### config.mk
export PLATFORM = sky130hd
export DESIGN_NAME = pc_next_unit
export DESIGN_NICKNAME = d
export VERILOG_FILES = /design/src/rtl/pc_next_unit.sv
export SDC_FILE = /design/constraint.sdc
export NUM_CORES = 1
export LEC_CHECK = 0
export ABC_AREA = 1
export CAP_MARGIN = 25
export CORE_MARGIN = 2
export CORE_UTILIZATION = 45
export CTS_BUF_LIST = sky130_fd_sc_hd__clkbuf_4
export DETAILED_ROUTE_END_ITERATION = 7
export PLACE_DENSITY = 0.74
export SYNTH_ARGS = -nofsm -noshare
export SYNTH_HDL_FRONTEND = slang
export SYNTH_SLANG_ARGS = --single-unit
### constraint.sdc
create_clock -name clk -period 3.3 [get_ports clk]
set_input_delay 0.66 -clock clk [delete_from_list [all_inputs] [get_ports clk]]
set_output_delay 0.66 -clock clk [all_outputs]
set_load 0.005 [all_outputs]
### src/rtl/pc_next_unit.sv
// Program-counter register and next-PC selector for the MIPS datapath.
// Forms sequential, branch, J/JAL and JR targets; honours fetch handshake and hazard stall.
module pc_next_unit #(
  parameter logic [31:0] RESET_PC = 32'h0000_0000,
  parameter int          CNT_W    = 16
) (
  input  logic             clk,
  input  logic             rst,
  input  logic             stall,
  input  logic             imem_ready,
  input  logic             branch_taken,
  input  logic [31:0]      branch_offset_sh,
  input  logic             jump,
  input  logic [25:0]      jump_index,
  input  logic             jump_reg,
  input  logic [31:0]      reg_target,
  output logic [31:0]      pc,
  output logic [31:0]      pc_plus4,
  output logic             pc_valid,
  output logic             misaligned,
  output logic [CNT_W-1:0] redirect_cnt
);

  typedef enum logic [1:0] {
    BOOT = 2'd0,
    RUN  = 2'd1,
    WAIT = 2'd2
  } state_t;

  state_t      state;
  logic        advance;
  logic        redirect;
  logic        jr_misaligned;
  logic [31:0] next_pc;

  assign pc_plus4 = pc + 32'd4;
  assign advance  = ((state == RUN) || (state == WAIT)) && imem_ready && !stall;

  // Priority: jump_reg > jump > branch_taken > sequential.
  always_comb begin
    // NOTE: every signal gets a default before the if-chain so no path leaves it unassigned, which would infer a latch.
    next_pc       = pc_plus4;
    redirect      = 1'b0;
    jr_misaligned = 1'b0;
    if (jump_reg) begin
      if (reg_target[1:0] != 2'b00) begin
        jr_misaligned = 1'b1;
        next_pc       = pc;
      end else begin
        next_pc  = reg_target;
        redirect = 1'b1;
      end
    end else if (jump) begin
      next_pc  = {pc_plus4[31:28], jump_index, 2'b00};
      redirect = 1'b1;
    end else if (branch_taken) begin
      next_pc  = pc_plus4 + branch_offset_sh;
      redirect = 1'b1;
    end
  end

  // NOTE: all state is updated with non-blocking assignments so every register samples pre-edge values.
  always_ff @(posedge clk) begin
    if (rst) begin
      state        <= BOOT;
      pc           <= RESET_PC;
      pc_valid     <= 1'b0;
      misaligned   <= 1'b0;
      redirect_cnt <= '0;
    end else begin
      misaligned <= 1'b0;
      case (state)
        BOOT: begin
          state    <= RUN;
          pc_valid <= 1'b1;
        end
        RUN:  if (!imem_ready) state <= WAIT;
        WAIT: if (imem_ready)  state <= RUN;
        default: begin
          state    <= BOOT;
          pc_valid <= 1'b0;
        end
      endcase
      if (advance) begin
        pc         <= next_pc;
        misaligned <= jr_misaligned;
        if (redirect && (redirect_cnt != '1))
          redirect_cnt <= redirect_cnt + CNT_W'(1);
      end
    end
  end

endmodule

== After elaboration in Yosys (flattened, before gate mapping) ==
Cells that the tools add are included.
Storage, ports and cells
  input bits: 97
  output and inout bits: 82
  logic and storage cells: 41
  register bits after elaboration: 52
Cells by class
  reductions and logical operators: 12
  bitwise operators: 2
  multiplexer cells: 13
  eq/ne operators: 6
  add/subtract/negate cells: 3
Operator list (count)
  32-bit 2-to-1 mux: 4
  32-bit by 3-bit adder with 32-bit output (second input constant): 1
  32-bit adder: 1
  16-bit by 1-bit adder with 16-bit output (second input constant): 1
  16-bit != test (second input constant): 1
  2-bit != test (second input constant): 3
  2-bit one-hot mux with 3 select lines: 1
  2-bit AND reduction: 3
  1-bit 2-to-1 mux: 5
  2-bit 2-to-1 mux: 2
  1-bit logical AND: 3
  3-bit OR reduction: 1
  2-bit by 1-bit equality test with 1-bit output (second input constant): 1
  2-bit equality test (second input constant): 1
  2-bit zero test: 1
  1-bit NOT: 2
  1-bit one-hot mux with 2 select lines: 1
  2-bit nonzero test: 1
  2-bit OR reduction: 1
  1-bit zero test: 1
  1-bit logical OR: 1

== Longest topological paths before layout ==
  depth after elaboration: 6
  gate-level depth with buffers: 25
  gate-level depth less buffers: 25

== Worst setup path after synthesis ==
No wires, ideal clock.
  path kind: register to register
  start point: reg pc[2]
  end point: reg pc[29]
  library setup time: 70 ps
  stages on the path, launching flop included: 21
  path slack: 487 ps
  data arrival time: 2743 ps
  buffers on the path: 0
  data required time: 3230 ps
  path through: dfxtp_1 > ha_1 > nand3_2 > inv_1 > nand2_2 > nor2_4 > nand3_1 > o21bai_1 > and2_1 > ha_1 > nand2_1 > inv_1 > a21oi_1 > o21ai_0 > a21oi_1 > nand2_1 > nand2_1 > nand3_1 > nand2_1 > nand2_1 > a21oi_1
Between the ends
  word-level cells in the longest chain between the ends: 5
RTL lines
  start, declared: RTL line 17  | output logic [31:0] pc,
  start signal, assigned: RTL line 85  | pc <= next_pc;
  32-bit by 3-bit adder with 32-bit output: RTL line 36  | assign pc_plus4 = pc + 32'd4;
  via pc_plus4[16]: RTL line 18  | output logic [31:0] pc_plus4,
  32-bit adder: RTL line 57  | next_pc = pc_plus4 + branch_offset_sh;
  32-bit 2-to-1 mux: RTL line 56  | end else if (branch_taken) begin
  32-bit 2-to-1 mux: RTL line 53  | end else if (jump) begin
  32-bit 2-to-1 mux: RTL line 45  | if (jump_reg) begin
The timed path passes the listed nets, and every way through them passes these cells.
A chain may end at the register's enable or synchronous reset.

== Worst setup path after layout ==
  start point: reg pc[2]
  end point: out pc_plus4[16]
Between the ends
  word-level cells in the longest chain between the ends: 1
RTL lines (RTL line)
  32-bit by 3-bit adder with 32-bit output: 36
  end, declared: 18
Every way passes these cells.

==> results.py <==
metrics = {
    "outcome": {
        "status": "completed",
    },
    "route": {
        "via_count": 7920,
        "vias_per_cell": 5.23,
        "firstDrtPassIters": 8,
        "ant_nets": 0,
        "wire_per_inst_um": 15.5,
        "drc": 0,
        "first_iter_violations": 726,
        "totalWireLength_mm": 23.5,
    },
    "logic_synthesis": {
        "synth_seq_cells": 52,
        "mappedNetlistArea_mm2": 0.00621,
        "avgSynthCellArea_um2": 5.46,
        "syn-num-nets": 1278,
        "ys_types": 43,
        "synth_ff_type": "dfxtp_1",
        "synth-async-reset-ratio_pct": 0,
        "yosysWarningCount": 0,
        "ys_seq_area_share_pct": 16.8,
        "synth-edff-count": 0,
        "netlist_instances": 1137,
    },
    "power": {
        "intPower_w": 0.00134,
        "finalPower_w": 0.00235,
        "clock_power_share_pct": 14.1,
        "power.leakage_nw": 4.19,
        "switching_share_pct": 42.9,
        "power_frac_seq_pct": 32.1,
        "switchingPower_w": 0.00101,
        "p_per_area_mw_per_mm2": 272,
        "p_comb_share_pct": 53.8,
        "peakVddDrop_mv": 0.337,
    },
    "clock_network": {
        "clkSinkCount": 52,
        "numCtsBuffers": 5,
        "clock_latency_ns": 0.42,
        "cts_tree": "done",
        "clk_pin_slew_ns": 0.16,
        "cts_buffer_depth": 2,
        "cts_root_buf": "clkbuf_4",
        "htree_levels": 2,
    },
    "global_routing": {
        "grt_max_degree": 52,
        "grt_pass1_wl_mm": 36.2,
        "gr-total-overflow": 0,
        "grt_pass1_vias": 7285,
        "grt_use_total_pct": 31.3,
        "antenna_found_initial": 0,
    },
    "setup_path": {
        "end_kind": "output pin",
        "worst-path-stages": 9,
        "reg2reg_slack_ns": 0.21,
        "path_delay_family": "simple AND/OR/NAND/NOR gates",
        "cp_num_buf_inv": 2,
        "reg2reg_to": "pc[31]",
        "critPathMaxStageDelay_ns": 0.50,
        "crit_chain": "ha_2 -> nand3_2 -> inv_2 -> nand2_2 -> nor2_4 -> nand3_2 -> o21bai_1 -> and2_4 -> clkdlybuf4s50_1",
        "critical_path_class": "reg -> out",
        "reg2reg_depth": 20,
        "r2r_start": "pc[2]",
        "worstPathRequired_ns": 2.64,
        "cpMostUsedCell": "nand3_2",
        "cp_max_fo": 4,
        "slowest_stage": "clkdlybuf4s50_1",
        "setup.worst_path.start_class": "register",
        "cp.arrival_ns": 2.54,
    },
    "floorplanning": {
        "start_util_pct": 46.5,
        "dieWidth_um": 121,
        "dieHeight_um": 121,
        "dieArea_mm2": 0.0148,
        "pin_count": 179,
        "core_mm2": 0.0133,
        "rows": 42,
    },
    "placed_design": {
        "place.gp.congestion": 1.03,
        "dp_hpwl_mm": 19.5,
        "portBuffers": 178,
    },
    "job": {
        "drv_cap": 0,
    },
    "layout": {
        "area_growth_pct": 38.9,
        "drive_above_1_share_pct": 8.36,
        "final_nets": 1479,
        "final_util_pct": 64.6,
        "n_antenna_cell": 0,
        "n_fill_cell": 1347,
    },
    "sta": {
        "max_freq_mhz": 312,
        "hold_violations": 0,
        "skew_ns": 0.0281,
        "fin_crit_ns": 3.20,
        "slew_headroom_pct": 54.8,
        "tns_ns": 0,
        "worstMarginPinSlew_ns": 0.677,
        "slew_viol_final": 0,
        "fin_crit_sh_pct": 97.0,
        "finalSetupViolCount": 0,
    },
    "hold_path": {
        "hold_path_end": "pc_valid",
        "hold_class": "reg -> reg",
        "min_from": "pc_valid",
        "holdPathStages": 2,
    },
}
sequential cells by signal (all words and copies together), names as in the netlist:
| register | cells |
|---|---|
| misaligned | 1 |
| pc_valid | 1 |
| pc | 32 |
| redirect_cnt | 16 |
| state | 2 |
per-stage QoR:
stage	instance area, µm²	cells	worst slack (ns)	hold slack [ns]
after floorplan	6210	1137	0.487	0.474
after global placement	8410	1506	0.0236	0.482
after detailed placement	8410	1506	-0.0286	0.479
after CTS	8480	1514	0.00689	0.506
after global routing	8630	1515	-0.0468	0.520
final	8630	1515	0.0990	0.506
layout make-up:
cell class	instances	area [µm²]	area share, %
Timing Repair Buffer	219	2090	24.2
Clock buffer	5	37.5	0.435
Sequential cell	52	1060	12.3
Multi-Input combinational cell	877	4510	52.3
Clock inverter	3	26.3	0.305
Tap cell	176	220	2.55
Inverter	183	687	7.96
cell families after synthesis:
family	after synthesis	synth area share, %
compound gates	164	14.7
buf+inv	208	12.7
fa+ha+maj	44	8.98
simple gates	647	43.7
xor+xnor	22	3.10
flops	52	16.8
Yosys cell counts (2+ instances only):
cell type	n	area [µm²]
nand4_1	9	56.3
clkbuf_1	21	78.8
nand3_2	3	30.0
xor2_1	16	140
clkinv_1	2	7.51
xnor2_1	6	52.6
nand3_1	80	400
inv_1	177	664
o21ai_0	32	160
dfxtp_1	52	1040
o211ai_1	12	90.1
nand2_1	379	1420
a22oi_1	2	15.0
and2_1	3	18.8
nand3b_1	2	15.0
o21a_1	6	45.0
o21bai_1	3	22.5
nand2_2	7	43.8
a21o_1	5	37.5
o21ai_1	3	15.0
or2_2	4	25.0
a21oi_1	94	470
buf_4	2	15.0
a31oi_1	3	18.8
nor3b_1	2	15.0
inv_2	4	15.0
ha_1	43	538
nor2_1	133	499
nor3_4	2	32.5
nor2_4	4	45.0
nor3_1	13	65.1
o221ai_1	2	17.5
layout by cell type (no fill, tap or decap), types with 9 or more instances in the layout:
master	instances
o211ai_1	12
nor3_1	10
buf_4	41
clkdlybuf4s50_1	178
xor2_1	15
nor2_1	128
nand3_1	78
inv_1	175
dfxtp_2	10
dfxtp_1	41
o21ai_0	31
nand2_1	379
nand4_1	9
ha_1	39
a21oi_1	91
worst min-delay path, delay by kind of cell (launching register included):
kind | cells | cell delay, ns
DFF | 1 | 0.35
and+or+nand+nor | 2 | 0.14
power by group through the flow:
stage          clock (W)  combinational [W]  sequential, W
2_1_floorplan          0           0.000665       0.000756
3_3_place_gp           0            0.00121       0.000761
3_5_place_dp           0            0.00122       0.000760
4_1_cts         0.000335            0.00122       0.000748
6_report        0.000330            0.00126       0.000753
5_1_grt         0.000354            0.00138       0.000761
what timing repair did:
item,CTS,global route
setup buffers,0,1
hold buffers,0,0
pin swaps,0,5
gates resized for setup,2,37
setup endpoints to repair,4,27
worst max-delay path by stage:
stage          start      endpoint  slack (ns)
2_1_floorplan  pc[2]        pc[29]        0.49
3_3_place_gp   pc[3]        pc[31]        0.02
3_5_place_dp   pc[3]        pc[29]       -0.03
4_1_cts        pc[2]  pc_plus4[16]       0.007
5_1_grt        pc[4]        pc[31]       -0.05
6_report       pc[2]  pc_plus4[16]         0.1
routing by layer:
layer | global-route usage (%) | routed length [µm]
met1 | 41.5 | 10200
met2 | 51.1 | 10600
met3 | 5.36 | 2090
met4 | 11.5 | 672
met5 | 0 | 0
Note: power is estimated with default switching activity, not from simulation.
